--- src/rtl/seq_ctrl_pkg.sv ---
// rtl/seq_ctrl_pkg.sv - states, opcodes and widths shared by seq_ctrl and its sub-modules
package seq_ctrl_pkg;

    localparam int IR_W = 12;

    localparam logic [3:0] OP_ALU_MAX = 4'd10;
    localparam logic [3:0] OP_JMP     = 4'd11;
    localparam logic [3:0] OP_JZ      = 4'd12;
    localparam logic [3:0] OP_JC      = 4'd13;
    localparam logic [3:0] OP_NOP     = 4'd14;
    localparam logic [3:0] OP_HALT    = 4'd15;

    typedef enum logic [2:0] {
        IDLE,
        FETCH,
        DECODE,
        EXEC,
        WB,
        HALTED
    } state_t;

    function automatic logic is_alu(input logic [3:0] op);
        return op <= OP_ALU_MAX;
    endfunction

endpackage

--- src/rtl/seq_pc.sv ---
// rtl/seq_pc.sv - program counter with clear > load > increment priority and wrap flag
module seq_pc #(
    parameter int ADDR_W = 8
) (
    input  logic              clk,
    input  logic              reset,
    input  logic              clr,
    input  logic              ld,
    input  logic [ADDR_W-1:0] ld_val,
    input  logic              inc,
    output logic [ADDR_W-1:0] pc,
    output logic              wrap
);

    // Combinational: lets the controller redirect the same edge the PC rolls over.
    assign wrap = inc && !clr && !ld && (&pc);

    always_ff @(posedge clk or negedge reset) begin
        if (!reset) begin
            pc <= '0;
        end else if (clr) begin
            pc <= '0;
        end else if (ld) begin
            pc <= ld_val;
        end else if (inc) begin
            pc <= pc + ADDR_W'(1);
        end
    end

endmodule

--- src/rtl/seq_ctrl.sv ---
// rtl/seq_ctrl.sv - fetch/decode/execute sequencer for an external ALU; SEQ_CTRL_BRANCH_EN enables JZ/JC and the Z/C flags
module seq_ctrl
    import seq_ctrl_pkg::*;
#(
    parameter int ADDR_W       = 8,
    parameter bit HALT_ON_WRAP = 1'b0
) (
    input  logic              clk,
    input  logic              reset,
    input  logic              start,
    output logic [ADDR_W-1:0] imem_addr,
    input  logic [IR_W-1:0]   imem_data,
    output logic [3:0]        inst,
    output logic [7:0]        b,
    input  logic [8:0]        ans,
    output logic              d,
    output logic              busy,
    output logic              halted
);

    state_t            state, state_nx;
    logic [IR_W-1:0]   ir;
    logic [3:0]        op;
    logic              pc_clr, pc_ld, pc_inc, pc_wrap;
    logic [ADDR_W-1:0] pc;
    logic              branch_taken;
    logic              in_exwb;

    assign op = ir[11:8];

    seq_pc #(.ADDR_W(ADDR_W)) u_pc (
        .clk    (clk),
        .reset  (reset),
        .clr    (pc_clr),
        .ld     (pc_ld),
        .ld_val (ir[ADDR_W-1:0]),
        .inc    (pc_inc),
        .pc     (pc),
        .wrap   (pc_wrap)
    );

`ifdef SEQ_CTRL_BRANCH_EN
    logic z_q, c_q;

    always_ff @(posedge clk or negedge reset) begin
        if (!reset) begin
            z_q <= 1'b0;
            c_q <= 1'b0;
        end else if (state == WB) begin
            z_q <= (ans[7:0] == 8'd0);
            c_q <= ans[8];
        end
    end

    assign branch_taken = ((op == OP_JZ) && z_q) || ((op == OP_JC) && c_q);
`else
    logic unused_ans;
    assign unused_ans   = ^ans;
    assign branch_taken = 1'b0;
`endif

    always_ff @(posedge clk or negedge reset) begin
        if (!reset) begin
            state <= IDLE;
            ir    <= '0;
        end else begin
            state <= state_nx;
            if (state == DECODE) begin
                ir <= imem_data;
            end
        end
    end

    always_comb begin
        state_nx = state;
        pc_clr   = 1'b0;
        pc_ld    = 1'b0;
        pc_inc   = 1'b0;
        case (state)
            IDLE, HALTED: begin
                if (start) begin
                    state_nx = FETCH;
                    pc_clr   = 1'b1;
                end
            end
            FETCH:  state_nx = DECODE;
            DECODE: state_nx = EXEC;
            EXEC: begin
                state_nx = FETCH;
                if (is_alu(op)) begin
                    state_nx = WB;
                end else if (op == OP_HALT) begin
                    state_nx = HALTED;
                end else if (op == OP_JMP || branch_taken) begin
                    pc_ld = 1'b1;
                end else begin
                    // NOP, or a conditional branch falling through
                    pc_inc = 1'b1;
                end
            end
            WB: begin
                state_nx = FETCH;
                pc_inc   = 1'b1;
            end
            default: state_nx = IDLE;
        endcase
        if (HALT_ON_WRAP && pc_wrap) begin
            state_nx = HALTED;
        end
    end

    assign in_exwb   = (state == EXEC) || (state == WB);
    assign inst      = in_exwb ? ir[11:8] : 4'd0;
    assign b         = in_exwb ? ir[7:0] : 8'd0;
    assign d         = (state == WB);
    assign busy      = (state != IDLE) && (state != HALTED);
    assign halted    = (state == HALTED);
    assign imem_addr = pc;

endmodule

--- config.mk ---
export PLATFORM = sky130hd
export DESIGN_NAME = seq_ctrl
export DESIGN_NICKNAME = d
export VERILOG_FILES = /design/src/rtl/seq_ctrl_pkg.sv /design/src/rtl/seq_pc.sv /design/src/rtl/seq_ctrl.sv
export SDC_FILE = /design/constraint.sdc
export NUM_CORES = 1
export LEC_CHECK = 0
export ABC_AREA = 1
export ABC_CLOCK_PERIOD_IN_PS = 2050
export CORE_MARGIN = 1.5
export CORE_UTILIZATION = 47
export CTS_BUF_LIST = sky130_fd_sc_hd__clkbuf_2 sky130_fd_sc_hd__clkbuf_4 sky130_fd_sc_hd__clkbuf_8
export DETAILED_ROUTE_END_ITERATION = 16
export PLACE_DENSITY = 0.81
export SLEW_MARGIN = 20
export SYNTH_ARGS = -nofsm -noshare
export SYNTH_HDL_FRONTEND = slang
export SYNTH_HIERARCHICAL = 1
export SYNTH_SLANG_ARGS = --single-unit
export TNS_END_PERCENT = 100
--- constraint.sdc ---
create_clock -name clk -period 2.05 [get_ports clk]
set_clock_uncertainty 0.05 [all_clocks]
set_input_delay 0.3075 -clock clk [delete_from_list [all_inputs] [get_ports clk]]
set_output_delay 0.3075 -clock clk [all_outputs]
set_load 0.01 [all_outputs]
==> qor.txt <==
CLOCKING
-------------------------------------------------------------------------------------
H-tree lvl count                                                                    1
Latest clock arrival within the worst-skew pair                                310 ps
CTS root buffer                                                          sky130_fd_sc_hd__clkbuf_4
Maximum clock path buffer count                                                     2
CTS tree                                                                        built
Hold-fix buffers, CTS                                                               0
Register clock-pin slew on the reported worst setup and hold paths             130 ps
Num Clock Sinks                                                                    23
Total clock buffers created by CTS                                                  3

TIMING
-------------------------------------------------------------------------------------
Post-route setup TNS                                                             0 ps
Slew Limit Headroom                                                             58.7%
Tmin final                                                                    1950 ps
Slew at the pin closest to its max-slew limit                                  618 ps
Period utilization                                                              95.1%
Max-slew violation count                                                            0
Min setup slack post-route                                                    99.7 ps
Worst hold slack                                                               278 ps
Achievable Freq                                                             0.513 GHz
Final Hold Viols                                                                    0
Setup-failing EPs final                                                             0

DIE
-------------------------------------------------------------------------------------
Die footprint                                                               3400 um^2
Effective utilization at floorplan                                              50.8%
Standard-cell rows                                                                 19
Boundary Pins                                                                      47
Die W                                                                         58.3 um
Die Height                                                                    58.3 um
Placeable core region                                                       2830 um^2

GLOBAL ROUTING
-------------------------------------------------------------------------------------
Pin count of the biggest net entering global routing                               25
GRT Residual Overflow                                                               0
First-pass GRT wire length                                                    5140 um
Global-route total usage across every layer                                     19.7%
Antenna violations before repair                                                    0
Via count of the first global-routing pass                                      1,222

SETUP PATH
-------------------------------------------------------------------------------------
Biggest fanout along the worst timing path                                         10
Source of the critical timing path                                           state[2]
Critical path start-end classification                                     reg -> out
R2R setup slack                                                                300 ps
Worst Setup End Kind                                                     primary output
Critical Path Sink                                                               b[4]
Required time at the worst-slack endpoint                                     1690 ps
Worst R2R Start                                                              state[1]
Worst path arrival time                                                       1590 ps
Element type at the critical path start                                          flop
Endpoint of the most critical register-to-register path                    u_pc/pc[3]
Number of cells on the worst reg-to-reg path                                       13

PLACED DESIGN
-------------------------------------------------------------------------------------
Total of buffers placed on input and output ports                                  37
RD Place Congestion                                                             0.844
Total instance count after detailed placement                                     257
Post-detail-place hpwl                                                        2160 um
Total placed instance area                                                  1820 um^2
Worst-case setup slack after placement                                        58.0 ps

SYNTH
-------------------------------------------------------------------------------------
Gate count of the mapped netlist                                                  190
Syn avg cell area                                                           7.56 um^2
Syn. warnings                                                                       6
Area of the mapped netlist                                                  1440 um^2
Number of nets produced by synthesis                                              215

DETAILED ROUTING
-------------------------------------------------------------------------------------
Overall routed net length                                                     2900 um
Pre-antenna DRT Iters                                                               6
DRC marker count from the first detailed-route iteration                           52
Detailed-route wire length per cell                                           10.8 um
Antenna Violating Nets Remaining                                                    0
Via count of the routed design                                                  1,278
Vias per inst                                                                    4.77
DRC viols                                                                           0

CELLS AND AREA
-------------------------------------------------------------------------------------
Antenna Cells                                                                       0
Share of cells above drive strength 1                                           23.2%
Highest-count cells in the layout ignoring fill and taps                 sky130_fd_sc_hd__nand2_1 (43), sky130_fd_sc_hd__inv_1 (27), sky130_fd_sc_hd__clkdlybuf4s50_1 (23), sky130_fd_sc_hd__dfrtp_1 (23), sky130_fd_sc_hd__nor2_1 (22)
Post-route standard cell area excluding fillers                             1910 um^2
Most frequent standard cell in the layout excluding fill and tap cells   sky130_fd_sc_hd__nand2_1
Fin util                                                                        67.4%
Layout overhead on the synthesized area                                         32.7%
Non-filler cells in the finished layout                                           268
Number of nets at the end of the flow                                             263

JOB
-------------------------------------------------------------------------------------
Max capacitance violation total                                                     0

WORST HOLD PATH
-------------------------------------------------------------------------------------
Worst hold path class                                                     in -> async

PWR
-------------------------------------------------------------------------------------
Total design power                                                            2.81 mW
Power per cell area                                                      1470 nW/um^2
Worst ir drop on vdd                                                         0.704 mV
Leakage dissipation                                                          0.989 nW

STATUS
-------------------------------------------------------------------------------------
Run status                                                               finished clean

-- where the power goes --
group          switching, mW  internal (mW)
clock                  0.133         0.0728
sequential             0.182          0.665
combinational          0.991          0.765
-- worst min path at each step --
stage	startpoint	end	slack, ps	depth (start not counted)
detailed placement	u_pc/pc[7]	u_pc/pc[7]	480	2
floorplan	reset	ir[0]	-40	0
finish	reset	ir[9]	280	2
global placement	u_pc/pc[7]	u_pc/pc[7]	470	2
global route	reset	ir[5]	290	2
CTS	reset	ir[9]	280	2
-- critical path, cell delays in order, from the launching register on --
cell and delay, ps:
sky130_fd_sc_hd__dfrtp_1 400, sky130_fd_sc_hd__buf_4 150, sky130_fd_sc_hd__nand2_2 70, sky130_fd_sc_hd__inv_2 50, sky130_fd_sc_hd__nor2_4 130, sky130_fd_sc_hd__buf_12 160, sky130_fd_sc_hd__nor2_2 40, sky130_fd_sc_hd__dlygate4sd2_1 270
-- registers in the layout (all words and copies together), names as in the netlist --
name	cells
ir	12
state	3
u_pc/pc	8
-- timing repair --
item,CTS,global route
buffers inserted,6,1
pin swaps,2,1
gates resized for setup,14,4
setup endpoints to repair,13,14
hold endpoints to repair,0,0
-- metal layers --
layer | wire length, um | track usage [%] | share of wire [%]
met3 | 92 | 1.34 | 3.2
met2 | 1350 | 32.7 | 46
met1 | 1430 | 26.5 | 49
met5 | 0 | 0 | 0
met4 | 27 | 7.97 | 0.93
-- area by class of cell --
class	count	area [um^2]
sequential	23	576
tap	31	38.8
multi-input combinational	133	704
clock buffer	3	22.5
clock inverter	1	5.00
inverter	30	113
fill	242	923
timing repair buffer	47	447
(Power assumes the default switching activity.)
